File: src/rtl/fifo_sync_pkg.sv
// Shared definitions for the synchronous FIFO controller.
// Optional FWFT read mode is selected with FIFO_SYNC_FWFT_EN.
package fifo_sync_pkg;

    function automatic int ptr_width(input int depth);
        return $clog2(depth);
    endfunction

    localparam int DEF_DEPTH = 16;
    localparam int AW        = ptr_width(DEF_DEPTH);

    typedef logic [AW:0] ptr_t;

    localparam int ERR_OVF = 0;
    localparam int ERR_UDF = 1;
    localparam int ERR_W   = 2;

endpackage

File: src/rtl/fifo_sync_ram.sv
// Dual-port storage: synchronous write, asynchronous read.
// Contents are never reset.
module fifo_sync_ram #(
    parameter int WIDTH = 8,
    parameter int DEPTH = 16,
    parameter int AW    = 4
) (
    input  logic             clk,
    input  logic             we,
    input  logic [AW-1:0]    waddr,
    input  logic [WIDTH-1:0] wdata,
    input  logic [AW-1:0]    raddr,
    output logic [WIDTH-1:0] rdata
);

    logic [WIDTH-1:0] mem [DEPTH];

    always_ff @(posedge clk) begin
        if (we) begin
            mem[waddr] <= wdata;
        end
    end

    assign rdata = mem[raddr];

endmodule

File: src/rtl/fifo_sync_ctrl.sv
// Single-clock FIFO controller with occupancy, almost and sticky error flags.
// Define FIFO_SYNC_FWFT_EN for first-word-fall-through reads.
module fifo_sync_ctrl
    import fifo_sync_pkg::*;
#(
    parameter int WIDTH     = 8,
    parameter int DEPTH     = 16,
    parameter int AF_MARGIN = 2,
    parameter int AE_MARGIN = 2
) (
    input  logic                     clk,
    input  logic                     rst,
    input  logic                     writeN,
    input  logic [WIDTH-1:0]         data_in,
    input  logic                     readN,
    output logic [WIDTH-1:0]         data_out,
    output logic                     data_valid,
    output logic                     full,
    output logic                     empty,
    output logic                     almost_full,
    output logic                     almost_empty,
    output logic [ptr_width(DEPTH):0] count,
    output logic                     overflow,
    output logic                     underflow
);

    localparam int ADDR_W = ptr_width(DEPTH);

    localparam logic [ADDR_W:0] PTR_ONE = (ADDR_W+1)'(1);
    localparam logic [ADDR_W:0] AF_LVL  = (ADDR_W+1)'(DEPTH - AF_MARGIN);
    localparam logic [ADDR_W:0] AE_LVL  = (ADDR_W+1)'(AE_MARGIN);

    logic [ADDR_W:0]    wr_ptr_q, wr_ptr_d;
    logic [ADDR_W:0]    rd_ptr_q, rd_ptr_d;
    logic [ERR_W-1:0]   err_q, err_d;
    logic [ADDR_W:0]    cnt;
    logic               empty_w, full_w;
    logic               wr_acc, rd_acc;
    logic [WIDTH-1:0]   rdata;

    // Wrap bit distinguishes full from empty when low bits match
    assign cnt     = wr_ptr_q - rd_ptr_q;
    assign empty_w = (wr_ptr_q == rd_ptr_q);
    assign full_w  = (wr_ptr_q[ADDR_W-1:0] == rd_ptr_q[ADDR_W-1:0])
                   && (wr_ptr_q[ADDR_W] != rd_ptr_q[ADDR_W]);
    assign wr_acc  = ~writeN & ~full_w;
    assign rd_acc  = ~readN & ~empty_w;

    always_comb begin
        wr_ptr_d = wr_ptr_q;
        rd_ptr_d = rd_ptr_q;
        err_d    = err_q;
        if (wr_acc) begin
            wr_ptr_d = wr_ptr_q + PTR_ONE;
        end
        if (rd_acc) begin
            rd_ptr_d = rd_ptr_q + PTR_ONE;
        end
        if (~writeN && full_w) begin
            err_d[ERR_OVF] = 1'b1;
        end
        if (~readN && empty_w) begin
            err_d[ERR_UDF] = 1'b1;
        end
    end

    always_ff @(posedge clk) begin
        if (rst) begin
            wr_ptr_q <= '0;
            rd_ptr_q <= '0;
            err_q    <= '0;
        end else begin
            wr_ptr_q <= wr_ptr_d;
            rd_ptr_q <= rd_ptr_d;
            err_q    <= err_d;
        end
    end

    fifo_sync_ram #(
        .WIDTH (WIDTH),
        .DEPTH (DEPTH),
        .AW    (ADDR_W)
    ) u_ram (
        .clk   (clk),
        .we    (wr_acc & ~rst),
        .waddr (wr_ptr_q[ADDR_W-1:0]),
        .wdata (data_in),
        .raddr (rd_ptr_q[ADDR_W-1:0]),
        .rdata (rdata)
    );

`ifdef FIFO_SYNC_FWFT_EN
    assign data_out   = rdata;
    assign data_valid = ~empty_w;
`else
    logic [WIDTH-1:0] dout_q, dout_d;
    logic             dv_q, dv_d;

    always_comb begin
        dout_d = dout_q;
        dv_d   = rd_acc;
        if (rd_acc) begin
            dout_d = rdata;
        end
    end

    always_ff @(posedge clk) begin
        if (rst) begin
            dout_q <= '0;
            dv_q   <= 1'b0;
        end else begin
            dout_q <= dout_d;
            dv_q   <= dv_d;
        end
    end

    assign data_out   = dout_q;
    assign data_valid = dv_q;
`endif

    assign count        = cnt;
    assign empty        = empty_w;
    assign full         = full_w;
    assign almost_full  = (cnt >= AF_LVL);
    assign almost_empty = (cnt <= AE_LVL);
    assign overflow     = err_q[ERR_OVF];
    assign underflow    = err_q[ERR_UDF];

endmodule

File: config.mk
export PLATFORM = sky130hd
export DESIGN_NAME = fifo_sync_ctrl
export DESIGN_NICKNAME = d
export VERILOG_FILES = /design/src/rtl/fifo_sync_pkg.sv /design/src/rtl/fifo_sync_ram.sv /design/src/rtl/fifo_sync_ctrl.sv
export SDC_FILE = /design/constraint.sdc
export NUM_CORES = 1
export LEC_CHECK = 0
export BUFFER_PORTS_ARGS = -buffer_cell sky130_fd_sc_hd__buf_2
export CORE_UTILIZATION = 45
export DETAILED_ROUTE_END_ITERATION = 10
export GPL_TIMING_DRIVEN = 0
export PLACE_DENSITY = 0.69
export SLEW_MARGIN = 20
export SYNTH_ARGS = -nofsm -noshare
export SYNTH_HDL_FRONTEND = slang
export SYNTH_SLANG_ARGS = --single-unit
File: constraint.sdc
create_clock -name clk -period 7.25 [get_ports clk]
set_input_delay 0.3625 -clock clk [delete_from_list [all_inputs] [get_ports clk]]
set_output_delay 0.3625 -clock clk [all_outputs]
set_load 0.03 [all_outputs]
==> results.py, run 1 <==
metrics = {
    "cts": {
        "htree_num_levels": 4,
        "tritoncts": "built",
        "clkTransAtPathRegs_ns": 0.06,
        "clock-root-buffer": "clkbuf_16",
        "insertion_delay_ns": 0.41,
        "cts_buffer_depth": 2,
        "cts_hold_buf": 0,
        "cts_resized": 0,
        "numClockSinks": 149,
        "cts_setup_buffers": 0,
        "cts_made_buffers": 17,
    },
    "synthesis": {
        "async_flop_share_pct": 0,
        "synth.distinct_cells": 48,
        "ys.warnings.count": 0,
        "avgSynthCellArea_um2": 15.99,
        "synthFlopType": "edfxtp_1",
        "netlist.top_cell.by_area": "edfxtp_1",
        "syn_nets": 409,
        "yosysSeqAreaShare_pct": 68.90,
        "synth-seq-cells": 149,
        "ys_top_cells_by_area": "edfxtp_1 (62%), mux2i_1 (7.9%), dfxtp_1 (6.8%), mux4_2 (2.9%), nor2_1 (2.5%)",
        "synth_top_area_share_pct": 62.11,
        "synth_edf_count": 128,
        "mappedNetlistArea_mm2": 0.006188,
        "syn-instance-count": 387,
    },
    "place": {
        "placed_area_mm2": 0.006584,
        "portBuffers": 31,
        "dp.final_hpwl_mm": 8.491,
        "place_congestion": 0.8063,
        "dp.cells": 594,
    },
    "critical_path": {
        "worstRegToRegCells": 9,
        "critPathLaunchType": "flip-flop",
        "worstSetupEndpointType": "flip-flop",
        "required_ns": 7.29,
        "path_class": "flip-flop to flip-flop",
        "crit_fanout": 10,
        "arrival_ns": 3.42,
    },
    "timing": {
        "fin_setup_tns_ns": 0,
        "setup_violations": 0,
        "fmax_mhz": 295.2,
        "finalHoldViolations": 0,
        "rsz0062_at_grt": "no",
        "slew_headroom_pct": 44.78,
        "min_period_ns": 3.388,
        "slew_viol_final": 0,
        "skew_ns": 0.007593,
        "timing.hold.ws_ns": 0.2135,
        "tightest_slew_ns": 0.8252,
        "post-route-period-util_pct": 46.73,
    },
    "layout": {
        "final_layout_size_suffix_gt1_share_pct": 22.22,
        "final_nets": 459,
        "layout_commonest_cell": "edfxtp_1",
        "most-common-layout-cells": "edfxtp_1 (128), mux2i_1 (49), nor2_1 (41)",
        "multiInputGateArea_mm2": 0.001753,
        "final_area_mm2": 0.007158,
        "finalNonFillerCells": 626,
        "fill_cells": 1094,
        "synthToLayoutAreaGrowth_pct": 15.67,
        "antenna_cells": 0,
        "register_area_mm2": 0.004264,
    },
    "status": {
        "status": "complete, no violations",
    },
    "global_route": {
        "grt_pass1_wl_mm": 19.88,
        "grt_overflow_total": 0,
        "grt_pass1_vias": 3384,
        "grt_max_degree": 17,
        "globalRouteTotalUtil_pct": 19.72,
        "grt_antenna_before_repair": 0,
    },
    "pwr": {
        "p_int_mw": 1.610,
        "combPwrFrac_pct": 15.8,
        "power_frac_seq_pct": 44.7,
        "p_total_mw": 2.157,
        "power_density_mw_per_mm2": 301.3,
        "swShare_pct": 25.35,
        "power_switching_uw": 546.7,
        "power.share.clock_pct": 39.4,
        "power.leakage_nw": 2.319,
        "peakVddDrop_uv": 178.3,
    },
    "route": {
        "ant_nets": 0,
        "drt_first_iter_violations": 288,
        "wirelength_mm": 12.78,
        "drcViolationCount": 0,
        "viasPerCell": 5.545,
        "num_vias": 3471,
        "wire_per_inst_um": 20.42,
        "dr.pass1.iters": 5,
    },
    "min_path": {
        "hold_path_class": "primary input to flip-flop",
        "holdPathStages": 2,
    },
    "floorplan": {
        "start_util_pct": 46.36,
        "rows": 42,
        "die_h_um": 119.3,
        "die_x_um": 119.3,
        "coreArea_mm2": 0.01335,
        "io_pins": 32,
        "die-area_mm2": 0.01423,
    },
    "run": {
        "cap_violations": 0,
    },
}
==> cell type report <==
type	count	area share, %
well taps	176	3.076
clock inverters	11	1.870
flip-flops and latches	149	59.57
multi-input cells	208	24.49
inverters	10	0.5244
repair buffers	31	2.167
clock buffers	21	6.153
plain buffers	20	2.150
==> synthesized netlist by cell type, types with 2 or more instances <==
library cell  number
edfxtp_1         128
mux2i_1           49
nor2_1            41
dfxtp_1           21
o22ai_1           16
inv_1             10
ha_1               9
o21ai_0            9
a221oi_1           8
a311oi_2           8
mux4_2             8
xnor2_1            8
buf_2              6
nand2_1            6
nor3_1             6
a21oi_1            4
buf_6              4
clkbuf_1           4
a211oi_1           3
a211oi_2           2
a21o_1             2
and2_1             2
buf_12             2
nand2b_1           2
nand3_1            2
nand3b_1           2
nor2_2             2
nor2b_1            2
xor2_1             2
==> critical path, cell delays in order, from the launching register on <==
cell and delay (ns):
dfxtp_1 0.30, buf_2 0.17, clkbuf_1 0.44, inv_1 0.12, ha_1 0.37, and4_1 0.20
buf_2 0.18, a211oi_2 0.34, nand2_1 0.20, nor2_1 0.68
==> logic make-up after synthesis <==
group	Yosys count	share of synthesized area, %
buf+inv	30	3.093
fa+ha+maj	10	2.143
xor+xnor	12	1.941
simple gates	70	5.196
mux	57	10.84
flops	149	68.90
compound gates	59	7.885
==> power by group through the flow <==
| stage | clock [mW] | combinational [mW] | sequential, mW |
|---|---|---|---|
| after floorplan | 0 | 0.228 | 1.00 |
| after global placement | 0 | 0.338 | 0.982 |
| after detailed placement | 0 | 0.342 | 0.982 |
| after CTS | 0.863 | 0.343 | 0.965 |
| after global routing | 0.902 | 0.368 | 0.967 |
| final | 0.851 | 0.341 | 0.965 |
==> flip-flops by register name (all words and copies together), names as in the netlist <==
signal and cells:
wr_ptr_q 5, err_q 2, data_valid 1, data_out 8, rd_ptr_q 5, u_ram.mem 128
==> final timing paths <==
path | startpoint | endpoint | slack (ns)
setup / recovery | rd_ptr_q[3]$_SDFFE_PP0P_ | u_ram.mem[7][3]$_DFFE_PP_ | 3.86
hold / removal | rst | data_out[7]$_SDFFE_PP0P_ | 0.21
setup reg to reg | rd_ptr_q[3]$_SDFFE_PP0P_ | u_ram.mem[7][3]$_DFFE_PP_ | 3.86
hold reg to reg | err_q[0]$_SDFFE_PP0P_ | err_q[0]$_SDFFE_PP0P_ | 0.48
==> metal layers <==
metal	track usage, %	up-vias	routed length (um)
met5	0	-	0
met4	7.041	0	178
met3	4.741	14	626
met2	30.12	85	6187
met1	27.48	1769	5788
li1	-	1603	-
==> metrics by stage <==
stage,utilization [%],worst slack [ns]
final,53.63,3.862
after global routing,53.63,3.661
after CTS,53.63,3.883
after detailed placement,49.33,3.914
after global placement,49.18,3.500
after floorplan,-,4.147
Power figures use the tool's default switching activity.
==> run 2, diff against run 1 <==
==> constraint.sdc (replaced) <==
create_clock -name clk -period 3.5 [get_ports clk]
set_input_delay 0.175 -clock clk [delete_from_list [all_inputs] [get_ports clk]]
set_output_delay 0.175 -clock clk [all_outputs]
set_load 0.03 [all_outputs]
==> results.py, run 2 (same netlist as run 1, synthesis figures left out) <==
metrics = {
    "status": {
        "status": "complete, no violations",
    },
    "layout": {
        "layout_commonest_cell": "edfxtp_1",
        "synthToLayoutAreaGrowth_pct": 15.75,
        "final_layout_size_suffix_gt1_share_pct": 22.67,
        "final_nets": 459,
        "most-common-layout-cells": "edfxtp_1 (128), mux2i_1 (49), nor2_1 (39)",
        "largest_register_ffs": 128,
        "antenna_cells": 0,
        "regMostFlops": "u_ram.mem",
        "finalNonFillerCells": 626,
        "post-route-util_pct": 53.67,
        "fill_cells": 1096,
    },
    "global_route": {
        "use_met1_pct": 27.48,
        "gr-usage-met2_pct": 30.12,
        "globalRouteTotalUtil_pct": 19.72,
        "busiest_layer": "met2",
        "grt_pass1_wl_mm": 19.88,
        "grt_overflow_total": 0,
        "grt_use_met3_pct": 4.741,
        "grt_max_degree": 17,
        "grt_antenna_before_repair": 0,
        "grt_pass1_vias": 3384,
    },
    "cts": {
        "cts_buffer_depth": 2,
        "insertion_delay_ns": 0.42,
        "tritoncts": "built",
        "clock-root-buffer": "clkbuf_16",
        "clkTransAtPathRegs_ns": 0.06,
        "cts_setup_buffers": 0,
        "htree_num_levels": 4,
        "cts_made_buffers": 17,
        "numClockSinks": 149,
    },
    "critical_path": {
        "reg2reg_slack_ns": 0.10,
        "r2r-start": "rd_ptr_q[3]$_SDFFE_PP0P_",
        "required_ns": 3.54,
        "path_class": "flip-flop to flip-flop",
        "worstRegToRegCells": 9,
        "crit_fanout": 10,
        "r2r_end": "u_ram.mem[4][2]$_DFFE_PP_",
        "arrival_ns": 3.43,
        "worstSetupEndpointType": "flip-flop",
        "critPathLaunchType": "flip-flop",
    },
    "route": {
        "dr.pass1.iters": 5,
        "wirelength_mm": 12.80,
        "drcViolationCount": 0,
        "wire_per_inst_um": 20.44,
        "viasPerCell": 5.578,
        "num_vias": 3492,
        "drt_first_iter_violations": 285,
        "ant_nets": 0,
    },
    "timing": {
        "finalHoldViolations": 0,
        "post-route-period-util_pct": 97.01,
        "setup_violations": 0,
        "min_period_ns": 3.395,
        "rsz0062_at_grt": "yes",
        "fmax_mhz": 294.5,
        "slew_headroom_pct": 45.48,
        "skew_ns": 0.008096,
        "tightest_slew_ns": 0.8133,
        "slew_viol_final": 0,
    },
    "pwr": {
        "power.leakage_nw": 2.319,
        "power_density_mw_per_mm2": 624.0,
        "peakVddDrop_uv": 371.9,
        "p_total_mw": 4.470,
    },
    "floorplan": {
        "io_pins": 32,
        "start_util_pct": 46.36,
        "rows": 42,
        "die-area_mm2": 0.01423,
        "die_x_um": 119.3,
        "die_h_um": 119.3,
        "coreArea_mm2": 0.01335,
    },
    "min_path": {
        "worstHoldStart": "rst",
        "hold_path_class": "primary input to flip-flop",
        "holdPathStages": 2,
        "hold_path_end": "data_out[7]$_SDFFE_PP0P_",
    },
    "place": {
        "place_congestion": 0.8063,
        "portBuffers": 31,
        "dp.cells": 594,
        "dp.final_hpwl_mm": 8.491,
    },
    "run": {
        "cap_violations": 0,
    },
}
run 2: cell count changes in the layout (fill, tap and decap cells not counted):
cell and change:
nor2_1 -2, nor2_2 +2
run 2: repair_timing:
| item | in CTS | in global routing |
|---|---|---|
| resized for setup | 0 | 2 |
| hold buffers | 0 | 0 |
| endpoints found under the setup margin | 0 | 112 |
run 2: area by class of cell:
| cell class | count | area [um2] | share of cell area (%) |
|---|---|---|---|
| Timing Repair Buffer | 31 | 155.1 | 2.166 |
| Multi-Input combinational cell | 208 | 1758 | 24.54 |
| Clock inverter | 11 | 133.9 | 1.869 |
| Clock buffer | 21 | 440.4 | 6.148 |
| Tap cell | 176 | 220.2 | 3.074 |
| Buffer | 20 | 153.9 | 2.148 |
| Sequential cell | 149 | 4264 | 59.53 |
| Inverter | 10 | 37.54 | 0.5240 |
run 2: critical path, stage by stage, from the launching register on:
cell and delay (ns):
dfxtp_1 0.30, buf_2 0.18, clkbuf_1 0.44, inv_1 0.12
ha_1 0.37, and4_1 0.21, buf_2 0.18, a211oi_2 0.33
nand2_1 0.22, nor2_1 0.67
run 2: stage by stage:
stage	hold slack [ns]	cell area, um2	worst slack [ns]	TNS, ns
after floorplan	0.2429	6188	0.5676	0
after global placement	0.4443	6564	-0.2503	-6.745
after detailed placement	0.4550	6584	0.1642	0
after CTS	0.009790	7158	0.1327	0
after global routing	0.01660	7163	-0.08883	-5.873
final	0.02422	7163	0.1046	0
run 2: worst max path at each step:
stage	start	end	slack (ns)	cells after the start
finish	rd_ptr_q[3]$_SDFFE_PP0P_	u_ram.mem[4][2]$_DFFE_PP_	0.10	9
detailed placement	rd_ptr_q[3]$_SDFFE_PP0P_	u_ram.mem[2][6]$_DFFE_PP_	0.16	9
CTS	rd_ptr_q[3]$_SDFFE_PP0P_	u_ram.mem[2][2]$_DFFE_PP_	0.13	9
global placement	rd_ptr_q[3]$_SDFFE_PP0P_	u_ram.mem[2][0]$_DFFE_PP_	-0.25	9
floorplan	rd_ptr_q[1]$_SDFFE_PP0P_	u_ram.mem[3][0]$_DFFE_PP_	0.57	9
global route	rd_ptr_q[3]$_SDFFE_PP0P_	u_ram.mem[7][3]$_DFFE_PP_	-0.09	9
run 2: power breakdown:
| group | switching, mW | internal [mW] | leakage (nW) | total (mW) |
|---|---|---|---|---|
| clock network | 0.653 | 1.11 | 0.281 | 1.76 |
| logic | 0.455 | 0.254 | 0.713 | 0.709 |
| registers | 0.0271 | 1.97 | 1.32 | 2.00 |
run 2: layer usage:
layer | wire (um) | vias up
met3 | 656 | 14
met1 | 5739 | 1775
met5 | 0 | -
met2 | 6200 | 98
li1 | - | 1605
met4 | 200 | 0
==> run 3, diff against run 2 <==
--- a/config.mk
+++ b/config.mk
@@ -9,7 +9,6 @@
 export CORE_UTILIZATION = 45
 export DETAILED_ROUTE_END_ITERATION = 10
 export GPL_TIMING_DRIVEN = 0
-export PLACE_DENSITY = 0.69
 export SLEW_MARGIN = 20
 export SYNTH_ARGS = -nofsm -noshare
 export SYNTH_HDL_FRONTEND = slang
==> results.py, run 3 (same netlist as run 1, synthesis figures left out) <==
metrics = {
    "status": {
        "status": "complete, no violations",
    },
    "critical_path": {
        "arrival_ns": 3.53,
        "worstSetupEndpointType": "flip-flop",
        "critPathLaunchType": "flip-flop",
        "path_common_cell": "buf_6",
        "path_cells": "buf_6 > buf_6 > inv_1 > ha_1 > and4_1 > buf_2 > a211oi_2 > nand2_1 > nor2_1",
        "crit_fanout": 10,
        "max_stage_delay_ns": 0.68,
        "path_class": "flip-flop to flip-flop",
        "cp_slowest_cell": "nor2_1",
        "required_ns": 3.54,
    },
    "cts": {
        "insertion_delay_ns": 0.42,
        "cts_made_buffers": 17,
        "tritoncts": "built",
        "numClockSinks": 149,
        "clkTransAtPathRegs_ns": 0.06,
        "cts_setup_buffers": 0,
        "cts_buffer_depth": 2,
        "htree_num_levels": 4,
        "clock-root-buffer": "clkbuf_16",
    },
    "floorplan": {
        "io_pins": 32,
        "die_x_um": 119.3,
        "die-area_mm2": 0.01423,
        "die_h_um": 119.3,
        "rows": 42,
        "coreArea_mm2": 0.01335,
        "start_util_pct": 46.36,
    },
    "pwr": {
        "combPwrFrac_pct": 16.2,
        "power_switching_mw": 1.221,
        "p_int_mw": 3.302,
        "power.share.clock_pct": 39.7,
        "power_density_mw_per_mm2": 626.3,
        "power_frac_seq_pct": 44.2,
        "peakVddDrop_uv": 333.3,
        "power.leakage_nw": 2.315,
        "swShare_pct": 26.99,
    },
    "layout": {
        "synthToLayoutAreaGrowth_pct": 16.70,
        "layout_commonest_cell": "edfxtp_1",
        "post-route-util_pct": 54.11,
        "final_nets": 460,
        "antenna_cells": 0,
        "most-common-layout-cells": "edfxtp_1 (128), mux2i_1 (49), buf_2 (37)",
        "largest_register_ffs": 128,
        "regMostFlops": "u_ram.mem",
        "final_layout_size_suffix_gt1_share_pct": 25.06,
    },
    "timing": {
        "skew_ns": 0.008556,
        "min_period_ns": 3.487,
        "tightest_slew_ns": 0.8192,
        "fmax_mhz": 286.8,
        "slew_headroom_pct": 45.18,
        "slew_viol_final": 0,
        "rsz0062_at_grt": "yes",
        "finalHoldViolations": 0,
        "worst_slack_ns": 0.01324,
        "post-route-period-util_pct": 99.62,
        "fin_setup_tns_ns": 0,
        "timing.hold.ws_ns": 0.02088,
        "setup_violations": 0,
    },
    "place": {
        "portBuffers": 31,
        "dp.final_hpwl_mm": 8.805,
        "place_ws_ns": -0.1694,
        "place_congestion": 0.8036,
    },
    "route": {
        "wire_per_inst_um": 20.89,
        "drcViolationCount": 0,
        "drt_first_iter_violations": 278,
        "dr.pass1.iters": 4,
        "viasPerCell": 5.450,
        "ant_nets": 0,
        "wirelength_mm": 13.10,
        "num_vias": 3417,
    },
    "global_route": {
        "grt_overflow_total": 0,
        "grt_max_degree": 17,
        "grt_antenna_before_repair": 0,
        "grt_pass1_wl_mm": 20.22,
        "globalRouteTotalUtil_pct": 20.22,
        "grt_pass1_vias": 3408,
    },
    "min_path": {
        "hold_path_class": "primary input to flip-flop",
    },
    "run": {
        "cap_violations": 0,
    },
}
run 3: cell types whose count changed in the layout (fill, tap and decap cells not counted):
cell and change:
clkbuf_8 +1, dlygate4sd3_1 +1, clkinv_4 +4, nor2_1 -5, clkbuf_1 -3, inv_6 +2
clkinv_2 -2, nor3_2 -2, bufinv_16 -1, nor3_4 +2, clkinv_1 -3, nor2_2 +4
nor2_4 +1, clkinvlp_4 +2
run 3: layout make-up:
type                       count  area [um2]
timing repair buffer          32       165.2
clock buffer                  19       442.9
fill                        1116        6126
sequential                   149        4264
inverter                      10       37.54
multi-input combinational    208        1788
tap                          176       220.2
buffer                        20       153.9
clock inverter                13       150.1
run 3: power groups by stage:
stage / combinational (mW) / sequential (mW) / clock [mW]
after floorplan: 0.472 / 2.08 / 0
after global placement: 0.717 / 2.03 / 0
after detailed placement: 0.728 / 2.04 / 0
after CTS: 0.731 / 2.00 / 1.82
after global routing: 0.783 / 2.00 / 1.90
final: 0.731 / 2.00 / 1.79
run 3: repair_timing:
action,in CTS,in global routing
hold buffers,1,0
resized for setup,2,10
endpoints found under the hold margin,1,0
endpoints found under the setup margin,16,128
run 3: final timing paths:
| kind | from | end | slack, ns | cells past startpoint |
|---|---|---|---|---|
| worst max-delay path | rd_ptr_q[1]$_SDFFE_PP0P_ | u_ram.mem[15][7]$_DFFE_PP_ | 0.01 | 9 |
| worst max register to register | rd_ptr_q[1]$_SDFFE_PP0P_ | u_ram.mem[15][7]$_DFFE_PP_ | 0.01 | 9 |
| worst min-delay path | readN | data_valid$_SDFF_PP0_ | 0.02 | 2 |
| worst min register to register | err_q[0]$_SDFFE_PP0P_ | err_q[0]$_SDFFE_PP0P_ | 0.48 | 2 |
run 3: through the flow:
| stage | power, mW | cell area [um2] | instances |
|---|---|---|---|
| 6_report | 4.523 | 7222 | 627 |
| 3_3_place_gp | 2.751 | 6564 | 594 |
| 5_1_grt | 4.682 | 7222 | 627 |
| 2_1_floorplan | 2.552 | 6188 | 387 |
| 4_1_cts | 4.550 | 7187 | 627 |
| 3_5_place_dp | 2.764 | 6574 | 594 |
run 3: worst max-delay path, delay by kind of cell, from the launching register on:
family | cells | cell delay [ns]
AOI/OAI and AO/OA | 1 | 0.38
adders and majority gates | 1 | 0.33
buffers and inverters | 4 | 0.73
DFF | 1 | 0.51
and+or+nand+nor | 3 | 1.15
run 3: metal layers:
metal	track usage, %	wire [um]	vias up
li1	-	-	1615
met2	30.49	6225	77
met5	0	0	-
met3	5.220	601	11
met4	7.199	201	0
met1	28.26	6068	1714
